==> src/rtl/iterative_shifter.sv <==
// iterative_shifter: multi-cycle SLL/SRL/SRA/ROL unit shifting STEP bits per clock
module iterative_shifter #(
    parameter int WIDTH   = 34,
    parameter int SHAMT_W = 6,
    parameter int STEP    = 1
) (
    input  logic               i_clock,
    input  logic               i_reset,
    input  logic               i_start,
    input  logic [1:0]         i_mode,
    input  logic [WIDTH-1:0]   i_data_in,
    input  logic [SHAMT_W-1:0] i_shamt,
    output logic               o_ready,
    output logic               o_busy,
    output logic               o_done,
    output logic [WIDTH-1:0]   o_data_out
);
    typedef enum logic [1:0] {S_IDLE, S_SHIFT, S_DONE} state_t;
    state_t               r_state, w_next;
    logic [WIDTH-1:0]     r_work, r_data_out, w_shifted;
    logic [SHAMT_W-1:0]   r_rem;
    logic [1:0]           r_mode;
    logic [SHAMT_W+3:0]   w_rem_x;
    logic                 w_accept, w_last;
    assign o_ready    = r_state != S_SHIFT;
    assign o_busy     = r_state == S_SHIFT;
    assign o_done     = r_state == S_DONE;
    assign o_data_out = r_data_out;
    assign w_accept   = o_ready & i_start;
    assign w_rem_x    = {4'b0, r_rem};
    assign w_last     = w_rem_x <= (SHAMT_W+4)'(STEP);
    // apply min(STEP, remaining) single-bit shifts to the work register
    always_comb begin
        w_shifted = r_work;
        for (int i = 0; i < STEP; i++)
            if ((SHAMT_W+4)'(i) < w_rem_x)
                w_shifted = r_mode == 2'b00 ? {w_shifted[WIDTH-2:0], 1'b0} :
                            r_mode == 2'b01 ? {1'b0, w_shifted[WIDTH-1:1]} :
                            r_mode == 2'b10 ? {w_shifted[WIDTH-1], w_shifted[WIDTH-1:1]} :
                                              {w_shifted[WIDTH-2:0], w_shifted[WIDTH-1]};
    end
    // next state: accept from IDLE/DONE, leave SHIFT on the final step
    always_comb begin
        w_next = r_state;
        if (r_state == S_SHIFT)
            w_next = w_last ? S_DONE : S_SHIFT;
        else
            w_next = w_accept ? (i_shamt == '0 ? S_DONE : S_SHIFT) : S_IDLE;
    end
    // state, operand capture, iteration and result update
    always_ff @(posedge i_clock) begin
        if (i_reset) begin
            r_state    <= S_IDLE;
            r_work     <= '0;
            r_rem      <= '0;
            r_mode     <= '0;
            r_data_out <= '0;
        end else begin
            r_state <= w_next;
            if (w_accept) begin
                r_work <= i_data_in;
                r_rem  <= i_shamt;
                r_mode <= i_mode;
                if (i_shamt == '0)
                    r_data_out <= i_data_in;
            end else if (r_state == S_SHIFT) begin
                r_work <= w_shifted;
                r_rem  <= w_last ? '0 : r_rem - SHAMT_W'(STEP);
                if (w_last)
                    r_data_out <= w_shifted;
            end
        end
    end
endmodule

==> config.mk <==
export PLATFORM = sky130hd
export DESIGN_NAME = iterative_shifter
export DESIGN_NICKNAME = d
export VERILOG_FILES = /design/src/rtl/iterative_shifter.sv
export SDC_FILE = /design/constraint.sdc
export NUM_CORES = 1
export LEC_CHECK = 0
export CORE_ASPECT_RATIO = 0.75
export CORE_MARGIN = 5
export CORE_UTILIZATION = 55
export CTS_BUF_LIST = sky130_fd_sc_hd__clkbuf_8
export CTS_CLUSTER_SIZE = 25
export DETAILED_ROUTE_END_ITERATION = 12
export GPL_ROUTABILITY_DRIVEN = 0
export PLACE_DENSITY = 0.83
export SLEW_MARGIN = 10
export SYNTH_ARGS = -nofsm -noshare
export SYNTH_HDL_FRONTEND = slang
export SYNTH_SLANG_ARGS = --single-unit
==> constraint.sdc <==
create_clock -name i_clock -period 2.55 [get_ports i_clock]
set_input_delay 0.3825 -clock i_clock [delete_from_list [all_inputs] [get_ports i_clock]]
set_output_delay 0.3825 -clock i_clock [all_outputs]
set_load 0.02 [all_outputs]
# Word level (Yosys, flattened, before mapping)
# Index checks and enable logic that the tools add are counted.
# classes
add_sub_neg	1
bitwise	1
reduce_logical	5
n_eq_ne	6
order_cmp	2
muxes	17
# ops
op	n
$mux W34	10
$mux W6	3
$mux W2	4
$le A6 B1 Y1 const B	1
$logic_not A6 Y1	1
$lt A1 B6 Y1 const A	1
$sub A6 B1 Y6 const B	1
$eq A2 B1 Y1 const B	2
$eq A2 B2 Y1 const B	2
$ne A2 B1 Y1 const B	2
$reduce_bool A2 Y1	2
$reduce_and A3 Y1	1
$logic_not A2 Y1	1
$and A1 B1 Y1	1
# totals
reg_bits	78
elab_cells	37

# Longest topological paths before layout
# Gate-level depths: netlist of run 1.
# logic_depth
word_depth	8
mapped_depth	9
depth_no_buf	6

# Worst setup path before layout of run 1
# No wires, ideal clock.
# synth_timing
path_type	reg2reg
from	reg r_rem[0]
to	reg r_data_out[10] (netlist: o_data_out[10])
path_stages_with_launch	10
arrival_ns	1.993
n_path_buf	3
slack_ns	0.470
path_cell_list	dfxtp_1 -> inv_1 -> ha_1 -> or2_2 -> and3_1 -> buf_2 -> or2_1 -> buf_2 -> buf_2 -> a211oi_1
# synth_between
elab_chain_cells	5
word_cells_on_any_way	8
cone_classes	order compare: 2; mux: 4; reduce/logical: 2
# synth_rtl
element	line_no	source
from (decl)	21	logic [SHAMT_W-1:0] r_rem;
from (signal assigned)	62	r_rem <= i_shamt;
from (signal assigned)	68	r_rem <= w_last ? '0 : r_rem - SHAMT_W'(STEP);
$lt A1 B6 Y1	36	if ((SHAMT_W+4)'(i) < w_rem_x)
$mux W34	36	
$mux W34	69	if (w_last)
$mux W34	66	end else if (r_state == S_SHIFT) begin
$mux W34	60	if (w_accept) begin
to (signal assigned)	65	r_data_out <= i_data_in;
to (signal assigned)	70	r_data_out <= w_shifted;
to (decl)	20	logic [WIDTH-1:0] r_work, r_data_out, w_shifted;
# Parallel ways exist; a longest one is shown, timed or not. The select of a mux whose other input is x is not followed.
# A chain may end at the register's enable or synchronous reset.

# Final worst setup path of run 1
# layout_timing
from	reg r_state[1]
to	out o_ready
# layout_between
elab_chain_cells	1
# layout_rtl
element	line_no	source
from (decl)	19	state_t r_state, w_next;
from (signal assigned)	59	r_state <= w_next;
$ne A2 B1 Y1	25	assign o_ready = r_state != S_SHIFT;
to (decl)	13	output logic o_ready,
# No other way between the ends.

==> flow_metrics.env, run 1 <==
export IMPL_ys_flop_type="dfxtp_1"
export IMPL_ant_nets=0
export IMPL_hold_buffers=0
export IMPL_die_w_um=115
export IMPL_syn_area_um2=4560
export IMPL_synth_edff_count=0
export IMPL_hold_viol_final=0
export IMPL_h_tree_depth=3
export IMPL_row_count=28
export IMPL_antenna_found_initial=0
export IMPL_path_cells="nand2b_1 > buf_4 > clkdlybuf4s50_1"
export IMPL_cts_root_buf="clkbuf_8"
export IMPL_synth_distinct_cells=50
export IMPL_drc=0
export IMPL_leakagePower_uw=0.00204
export IMPL_grt_overflow=0
export IMPL_drv_cap=0
export IMPL_tightest_slew_ps=585
export IMPL_period_needed_ps=2270
export IMPL_worstSetupStartpointType="flip-flop"
export IMPL_rsz0062_at_grt="false"
export IMPL_vdd_ir_drop_max_mv=0.393
export IMPL_n_fill_cell=602
export IMPL_portBuffers=81
export IMPL_crit_buf_inv=2
export IMPL_numClockSinks=78
export IMPL_path_clk_slew_ps=80
export IMPL_grt_pass1_wl_um=20600
export IMPL_slew_violations=0
export IMPL_power_uw=4210
export IMPL_cts_tree="yes"
export IMPL_coreArea_um2=7990
export IMPL_status="complete, no violations"
export IMPL_synth_fp_nets=533
export IMPL_relSlewSlack_pct=61.0
export IMPL_worst_setup_path_end_kind="output port"
export IMPL_layoutNonFillerInstCount=655
export IMPL_crit_slowest_cell="clkdlybuf4s50_1"
export IMPL_ios=82
export IMPL_synthArstFlopShare_pct=0
export IMPL_post_drt_wl_per_cell_um=19.1
export IMPL_clkLatencyLatePin_ps=360
export IMPL_cp_arrival_ps=1890
export IMPL_first_pass_iters=4
export IMPL_drive_gt1_share_pct=22.7
export IMPL_grt_max_degree=41
export IMPL_numCtsBuffers=9
export IMPL_mostFrequentLayoutCells="clkdlybuf4s50_1, dfxtp_1, a211oi_1, nor2_1, nor3_1"
export IMPL_max_freq_mhz=441
export IMPL_ys_ff_latch=78
export IMPL_dp_hpwl_um=8440
export IMPL_post_cts_buffers=0
export IMPL_clock_path_buffers=2
export IMPL_dp_cells=639
export IMPL_required_ps=2170
export IMPL_vias=4176
export IMPL_grt_pass1_vias=4116
export IMPL_ys_warnings_count=0
export IMPL_avgViaCountPerCell=6.38
export IMPL_diodes=0
export IMPL_hp_class="flip-flop to flip-flop"
export IMPL_layout_commonest_cell="clkdlybuf4s50_1"
export IMPL_grtUsageTotal_pct=24.9
export IMPL_fin_worst_skew_ps=7.80
export IMPL_drt_total_wl_um=12500
export IMPL_finalNetCount=593
export IMPL_cpPeakStageDelay_ps=680
export IMPL_setup_violations_final=0
export IMPL_cts_resized=0
export IMPL_ys_seq_area_share_pct=34.2
export IMPL_die_h_um=88.9
export IMPL_synthCells=485
export IMPL_crit_type="flip-flop to output port"
export IMPL_start_util_pct=57.1
export IMPL_p_per_area_nw_per_um2=736
export IMPL_area_growth_synth_to_final_pct=25.3
export IMPL_min_period_over_period_pct=89.0
export IMPL_avgSynthCellArea_um2=9.41
export IMPL_first_iter_violations=370
export IMPL_crit_family="buffers and inverters"
export IMPL_dieArea_um2=10200
export IMPL_worstPathMaxFanout=31
export IMPL_timing_setup_tns_ps=0
## cell families after synthesis
kind of cell             synth area share [%]
AO/OA/AOI/OAI                            33.3
XOR/XNOR                                0.192
adder cells (fa/ha/maj)                 0.823
buffers and inverters                    7.02
flip-flops                               34.2
multiplexers                             8.64
AND/OR/NAND/NOR                          15.8
## per-stage QoR
step,setup slack (ps),hold WS [ps],util (%),cell area (um^2)
after detailed placement,143,496,68.9,5500
after global placement,169,488,68.9,5500
after global routing,211,529,71.6,5720
after CTS,275,501,71.6,5720
final,280,507,71.6,5720
after floorplan,470,465,-,4560
## routing by layer
layer  vias up  global-route usage, %  wire length (um)
li1       2006                      -                 -
met1      2002                   34.1              5700
met2       148                   39.1              5780
met3        20                   6.15               847
met4         0                   7.36               152
met5         -                      0                 0
## worst register-to-register path: cells and delay by family (launching register included)
family,cells,cell delay (ps)
compound gates,3,660
simple gates,1,530
buf+inv,2,520
flops,1,370
## final timing paths
path                                               from                          to  depth (start not counted)  slack (ps)
worst min-delay path            r_work[27]$_SDFFE_PP0P_     r_work[27]$_SDFFE_PP0P_                          2         510
worst max register to register    r_rem[5]$_SDFFE_PP0P_  o_data_out[1]$_SDFFE_PP0P_                          6         390
worst max-delay path              r_state[1]$_SDFF_PP0_                     o_ready                          3         280
worst min register to register  r_work[27]$_SDFFE_PP0P_     r_work[27]$_SDFFE_PP0P_                          2         510
## power breakdown
group / total (uW) / internal (uW) / switching [uW] / leakage [uW]
clock network: 1000 / 546 / 457 / 0.000110
registers: 1540 / 1390 / 148 / 0.000643
logic: 1670 / 763 / 904 / 0.00129
total: 4210 / 2700 / 1510 / 0.00204
## synthesized netlist by cell type (2+ instances only)
cell type | instances | area, um^2
a2111o_1 | 24 | 270
a2111oi_0 | 2 | 17.5
a211oi_1 | 51 | 383
a211oi_2 | 17 | 213
a21oi_1 | 12 | 60.1
buf_1 | 2 | 7.51
buf_2 | 13 | 65.1
buf_6 | 4 | 45.0
clkbuf_1 | 36 | 135
dfxtp_1 | 78 | 1560
ha_1 | 3 | 37.5
inv_1 | 13 | 48.8
inv_2 | 2 | 7.51
mux2_2 | 27 | 304
mux2i_1 | 9 | 90.1
nand2_1 | 6 | 22.5
nand3_1 | 2 | 10.0
nor2_1 | 43 | 161
nor2b_1 | 2 | 12.5
nor3_1 | 34 | 170
nor4_4 | 2 | 42.5
o2111ai_1 | 8 | 70.1
o211ai_1 | 3 | 22.5
o211ai_2 | 29 | 363
o21ai_0 | 2 | 10.0
o41ai_1 | 2 | 17.5
or2_2 | 2 | 12.5
or3_1 | 33 | 206
or4_1 | 3 | 22.5
## area by class of cell
class                      count  area [um^2]  area share (%)
tap                          105          131            2.30
inverter                      16         60.1            1.05
timing repair buffer         105         1050            18.3
clock inverter                 7         90.1            1.58
sequential                    78         1560            27.3
clock buffer                   9          124            2.17
multi-input combinational    335         2700            47.3
## registers in the layout (all words and copies together) (netlist names)
signal	count
r_work	34
r_state	2
r_mode	2
r_rem	6
o_data_out	34
(Power assumes the default switching activity.)
==> inputs of run 2 (changes only) <==
Settings changed: SKIP_LAST_GASP set to 1.
==> results of run 2 <==
Same layout as run 1: the final DEF is identical, and so are final timing and power.
==> inputs of run 3 (changes only) <==
Settings changed: GPL_ROUTABILITY_DRIVEN 0 to 1.
==> results of run 3 <==
Same layout as run 1: the final DEF is identical, and so are final timing and power.
